===== src/rtl/imem_loader.sv =====
// imem_loader: receives a framed byte stream (16-bit word count followed by
// big-endian 32-bit words), writes each word into instruction memory and holds
// the core in reset until the whole image has been loaded.
// Optional feature macro: IMEM_LOADER_CHECKSUM_EN adds a trailing checksum byte
// that makes the 8-bit sum of every frame byte equal to zero.
module imem_loader #(
   parameter int unsigned        ADDR_W    = 6,
   parameter logic [ADDR_W-1:0]  BASE_ADDR = '0
) (
   input  logic              clk,
   input  logic              reset,
   input  logic              start,
   input  logic              in_valid,
   input  logic [7:0]        in_byte,
   output logic              in_ready,
   output logic              imem_we,
   output logic [ADDR_W-1:0] imem_addr,
   output logic [31:0]       imem_wdata,
   output logic              cpu_reset,
   output logic              done,
   output logic              error
);

   typedef enum logic [2:0] {
      StIdle, StLenHi, StLenLo, StData, StWrite, StDone, StErr, StChk
   } state_t;

`ifdef IMEM_LOADER_CHECKSUM_EN
   localparam state_t StFin = StChk;
`else
   localparam state_t StFin = StDone;
`endif

   // N may equal the full memory capacity, so the limit needs one extra bit.
   localparam logic [16:0] Cap = 17'd1 << ADDR_W;

   state_t            state, state_n;
   logic [7:0]        count_hi;
   logic [15:0]       count;
   logic [23:0]       word;
   logic [1:0]        byte_idx;
   logic [ADDR_W-1:0] word_idx;
   logic              accept;
   logic [16:0]       n_full;
   logic              last_word;
`ifdef IMEM_LOADER_CHECKSUM_EN
   logic [7:0]        sum;
   logic [7:0]        sum_n;
`endif

   assign accept    = in_valid & in_ready;
   assign n_full    = {1'b0, count_hi, in_byte};
   assign last_word = ({{(17 - ADDR_W){1'b0}}, word_idx} + 17'd1) == {1'b0, count};
`ifdef IMEM_LOADER_CHECKSUM_EN
   assign sum_n     = sum + in_byte;
`endif

   // Next-state decode; outputs are all registered from this value.
   always_comb begin
      state_n = state;
      case (state)
         StIdle, StDone, StErr: if (start) state_n = StLenHi;
         StLenHi: if (accept) state_n = StLenLo;
         StLenLo: begin
            if (accept) begin
               if (n_full == 17'd0)  state_n = StFin;
               else if (n_full > Cap) state_n = StErr;
               else                   state_n = StData;
            end
         end
         StData:  if (accept && byte_idx == 2'd3) state_n = StWrite;
         StWrite: state_n = last_word ? StFin : StData;
`ifdef IMEM_LOADER_CHECKSUM_EN
         StChk:   if (accept) state_n = (sum_n == 8'd0) ? StDone : StErr;
`endif
         default: state_n = StIdle;
      endcase
   end

   // State, datapath and registered outputs.
   always_ff @(posedge clk or posedge reset) begin
      if (reset) begin
         state      <= StIdle;
         in_ready   <= 1'b0;
         imem_we    <= 1'b0;
         imem_addr  <= '0;
         imem_wdata <= '0;
         cpu_reset  <= 1'b1;
         done       <= 1'b0;
         error      <= 1'b0;
         count_hi   <= '0;
         count      <= '0;
         word       <= '0;
         byte_idx   <= '0;
         word_idx   <= '0;
`ifdef IMEM_LOADER_CHECKSUM_EN
         sum        <= '0;
`endif
      end else begin
         state     <= state_n;
         in_ready  <= (state_n == StLenHi) || (state_n == StLenLo) ||
                      (state_n == StData)  || (state_n == StChk);
         imem_we   <= (state_n == StWrite);
         done      <= (state_n == StDone);
         error     <= (state_n == StErr);
         cpu_reset <= (state_n != StDone);

         if (accept) begin
            case (state)
               StLenHi: count_hi <= in_byte;
               StLenLo: begin
                  count    <= {count_hi, in_byte};
                  byte_idx <= '0;
                  word_idx <= '0;
               end
               StData: begin
                  word     <= {word[15:0], in_byte};
                  byte_idx <= byte_idx + 2'd1;
               end
               default: ;
            endcase
         end

         // Capture the write on the edge that accepts the 4th byte.
         if (state == StData && state_n == StWrite) begin
            imem_addr  <= BASE_ADDR + word_idx;
            imem_wdata <= {word, in_byte};
         end
         if (state == StWrite && state_n == StData) word_idx <= word_idx + 1'b1;

`ifdef IMEM_LOADER_CHECKSUM_EN
         // Start of a new frame clears the running sum; only accepted bytes add.
         if (state_n == StLenHi && state != StLenHi) sum <= '0;
         else if (accept)                             sum <= sum_n;
`endif
      end
   end

endmodule

===== config.mk =====
export PLATFORM = sky130hd
export DESIGN_NAME = imem_loader
export DESIGN_NICKNAME = d
export VERILOG_FILES = /design/src/rtl/imem_loader.sv
export SDC_FILE = /design/constraint.sdc
export NUM_CORES = 1
export LEC_CHECK = 0
export BUFFER_PORTS_ARGS = -buffer_cell sky130_fd_sc_hd__clkbuf_2
export CAP_MARGIN = 20
export CELL_PAD_IN_SITES_DETAIL_PLACEMENT = 0
export CELL_PAD_IN_SITES_GLOBAL_PLACEMENT = 1
export CORE_MARGIN = 3
export CORE_UTILIZATION = 35
export CTS_CLUSTER_SIZE = 28
export DETAILED_ROUTE_END_ITERATION = 7
export PLACE_DENSITY = 0.63
export SYNTH_ARGS = -nofsm -noshare
export SYNTH_HDL_FRONTEND = slang
export SYNTH_SLANG_ARGS = --single-unit

===== constraint.sdc =====
create_clock -name clk -period 3.5 [get_ports clk]
set_input_delay 0.175 -clock clk [delete_from_list [all_inputs] [get_ports clk]]
set_output_delay 0.175 -clock clk [all_outputs]
set_load 0.05 [all_outputs]

==> impl_results.md <==
* Startpoint Class: flop
* Post-CTS Hold Fix Bufs at 0
* Cells after Synth at 297
* Final Hold Vio Count at 26
* Synth area leaders: dfrtp_1 60%, mux2_2 23%, nand2_1 1.2%, xor2_1 1.2%, xnor2_1 0.83%
* Slowest stage cell, crit path: dfrtp_1
* Initial antenna violation count at 0
* Buf+Inv Stages, Crit Path at 0
* Commonest non-fill, non-tap cell in the layout: dfrtp_1
* Pin count of the biggest net entering global routing at 69
* Main flop type after synthesis: dfrtp_1
* Worst relative slew slack at 45.1%
* Minimum clock period at 2.48 ns
* CTS Buffer Depth at 2
* Remaining antenna violation count after routing at 0
* Gr usage total at 13.3%
* Fmax at 403 MHz
* Grt peak-use layer: met2
* Worst-Margin Slew at 0.824 ns
* Setup bufs post-CTS at 0
* MaxCap Viol Count at 0
* HP Class: primary input to asynchronous set/reset pin
* Routing usage on met3 at 3.76%
* Layout area overhead at 18.8%
* Worst path top cell family by delay: simple AND/OR/NAND/NOR gates
* Yosys warnings at 0
* M2 GR Usage at 20.8%
* Htree depth at 3
* ANT cells at 0
* Fillcell total at 1073
* I/O pin count at 55
* Arrival @ worst endpoint at 2.71 ns
* Number of remaining DRC errors at 0
* Core Util, Final at 43.1%
* Clock network fraction of total power at 25.6%
* Ys async rst share at 100%
* Worst skew pair latency at 0.34 ns
* DR WL/cell at 16.1 um
* Status: complete, but fails checks
* Final wirelength at 8.12 mm
* Register area share after synthesis at 60.6%
* GP Congestion at 0.770
* Die height at 116 um
* CP Capture Type: flop
* Root Driver: clkbuf_16
* Setup_tns at 0 ns
* Sequential share of power at 44.1%
* Placed Cells incl. Taps at 487
* Combinational fraction of design power at 30.4%
* Number of synthesized flops with an enable pin at 0
* I/O Buffers at 54
* Fin. max-slew vios at 0
* Slowest stage delay, CP at 0.45 ns
* Via count at 2499
* Synth area leader: dfrtp_1
* M1 GR Usage at 17.7%
* Worst-path clk slew at 0.07 ns
* Worst Skew at 0.00743 ns
* Syn avg cell area at 14.2 um^2
* Number of synthesized register bits at 102
* Die area at 13400 um^2
* Unrepaired setup endpoints after global routing: no
* Internal power at 2.82 mW
* Failing checks: negative hold slack
* FP Rows at 39
* Die W at 116 um
* Post-Syn Area at 4220 um^2
* Global route overflow at 0
* Non-Filler Instances at 503
* Worst setup path class: flop to flop
* Pleak at 2.41 nW
* Initial DRT Pass Iterations at 4
* # setup viols final at 0
* Tot Pwr at 4.34 mW
* Num CTS Buffers at 9
* TritonCTS clock tree: yes
* Synth cell types at 46
* Syn Nets at 311
* Min Hold Slack at -0.0187 ns
* Share of layout cells above drive strength 1 at 47.5%
* HPWL after DPL at 5.62 mm
* Clk sinks at 102
* # resized after CTS at 0
* Initial Util at 36.3%
* Post-DR vias/cell at 4.97
* Highest-count cells in the layout ignoring fill and taps: 101 x dfrtp_1, 85 x mux2_2, 54 x clkbuf_2, 14 x nand2_1, 9 x clkbuf_16
* Critical-path cell list: ha_1 -> nand3_1 -> o311ai_1 -> nor4b_1 -> nand4_1 -> nand2_1 -> mux2_2
* Vias in the first global route at 2553
* Sw power at 1.53 mW
* Synth top area share at 59.9%
* Worst VDD drop at 0.349 mV
* Worst EP required at 3.73 ns
* Nets at 369
* CP Max Fanout at 7
* DRT iter0 DRCs at 80
* Final period util at 70.9%
* Core area at 11600 um^2
* Cell area power density at 867 nW/um^2
* First-pass GRT wire length at 13.7 mm
* Sw Ratio at 35.2%
## registers in the layout (all words and copies together), names as in the netlist
name / cells
imem_addr: 6
word_idx: 6
count_hi: 8
imem_wdata: 32
count: 16
cpu_reset: 1
in_ready: 1
imem_we: 1
word: 24
state: 3
byte_idx: 2
error: 1
done: 1
## metal layers
metal	share of wire, %	up-vias
met5	0	-
met1	45	1254
met2	48	55
met3	5.4	11
met4	1.5	0
li1	-	1179
## layout make-up
class	instances	area (um^2)	area share, %
sequential	102	2550	51.0
timing repair buffer	59	320	6.40
inverter	4	17.5	0.350
clock inverter	6	98.8	1.97
tap	143	179	3.57
multi-input combinational	179	1600	32.0
clock buffer	10	239	4.77
## cells by family after synthesis
logic type	count (synthesis)	share of synthesized area, %
AO/OA/AOI/OAI	27	4.66
AND/OR/NAND/NOR	53	7.27
multiplexers	87	23.2
buffers and inverters	16	1.60
flip-flops	102	60.6
adder cells (fa/ha/maj)	2	0.593
XOR/XNOR	10	2.08
## path summary, 6_finish.rpt
kind / from / endpoint / slack [ns] / cells after the start
max: word_idx[0]$_DFFE_PP0P_ / word_idx[1]$_DFFE_PP0P_ / 1.02 / 7
min: reset / imem_wdata[28]$_DFFE_PP0P_ / -0.02 / 2
max reg2reg: word_idx[0]$_DFFE_PP0P_ / word_idx[1]$_DFFE_PP0P_ / 1.02 / 7
min reg2reg: byte_idx[1]$_DFFE_PP0P_ / byte_idx[1]$_DFFE_PP0P_ / 0.49 / 2
max in group asynchronous: reset / count[2]$_DFFE_PP0P_ / 2.74 / 3
min in group clk: in_byte[7] / imem_wdata[7]$_DFFE_PP0P_ / 0.14 / 2
## power by group through the flow
stage | Combinational [mW] | Clock, mW | Sequential, mW
final | 1.32 | 1.11 | 1.91
after global placement | 1.31 | 0 | 1.93
after detailed placement | 1.33 | 0 | 1.95
after CTS | 1.34 | 1.15 | 1.92
after floorplan | 0.756 | 0 | 2.17
after global routing | 1.42 | 1.20 | 1.98
## synth_stat cells, types with 2 or more instances
master and n:
nand3_1 6, nand4b_1 2, a21oi_1 6, o21ai_0 5, a21o_1 2, mux2_2 85
a31oi_1 2, nand2b_1 2, or3_1 2, buf_2 6, and2_1 3, nor2_1 5
xor2_1 6, nor3_1 5, xnor2_1 4, or4_1 2, inv_1 4, clkbuf_1 6
nand2_1 14, ha_1 2, nor2b_1 2, mux2_1 2, dfrtp_1 101
## metrics by stage
step	instance area [um^2]	setup WS, ns
after floorplan	4220	0.651
after global placement	4670	1.09
after detailed placement	4670	1.04
after CTS	5010	1.03
after global routing	5010	0.861
final	5010	1.02
(Power assumes the default switching activity.)
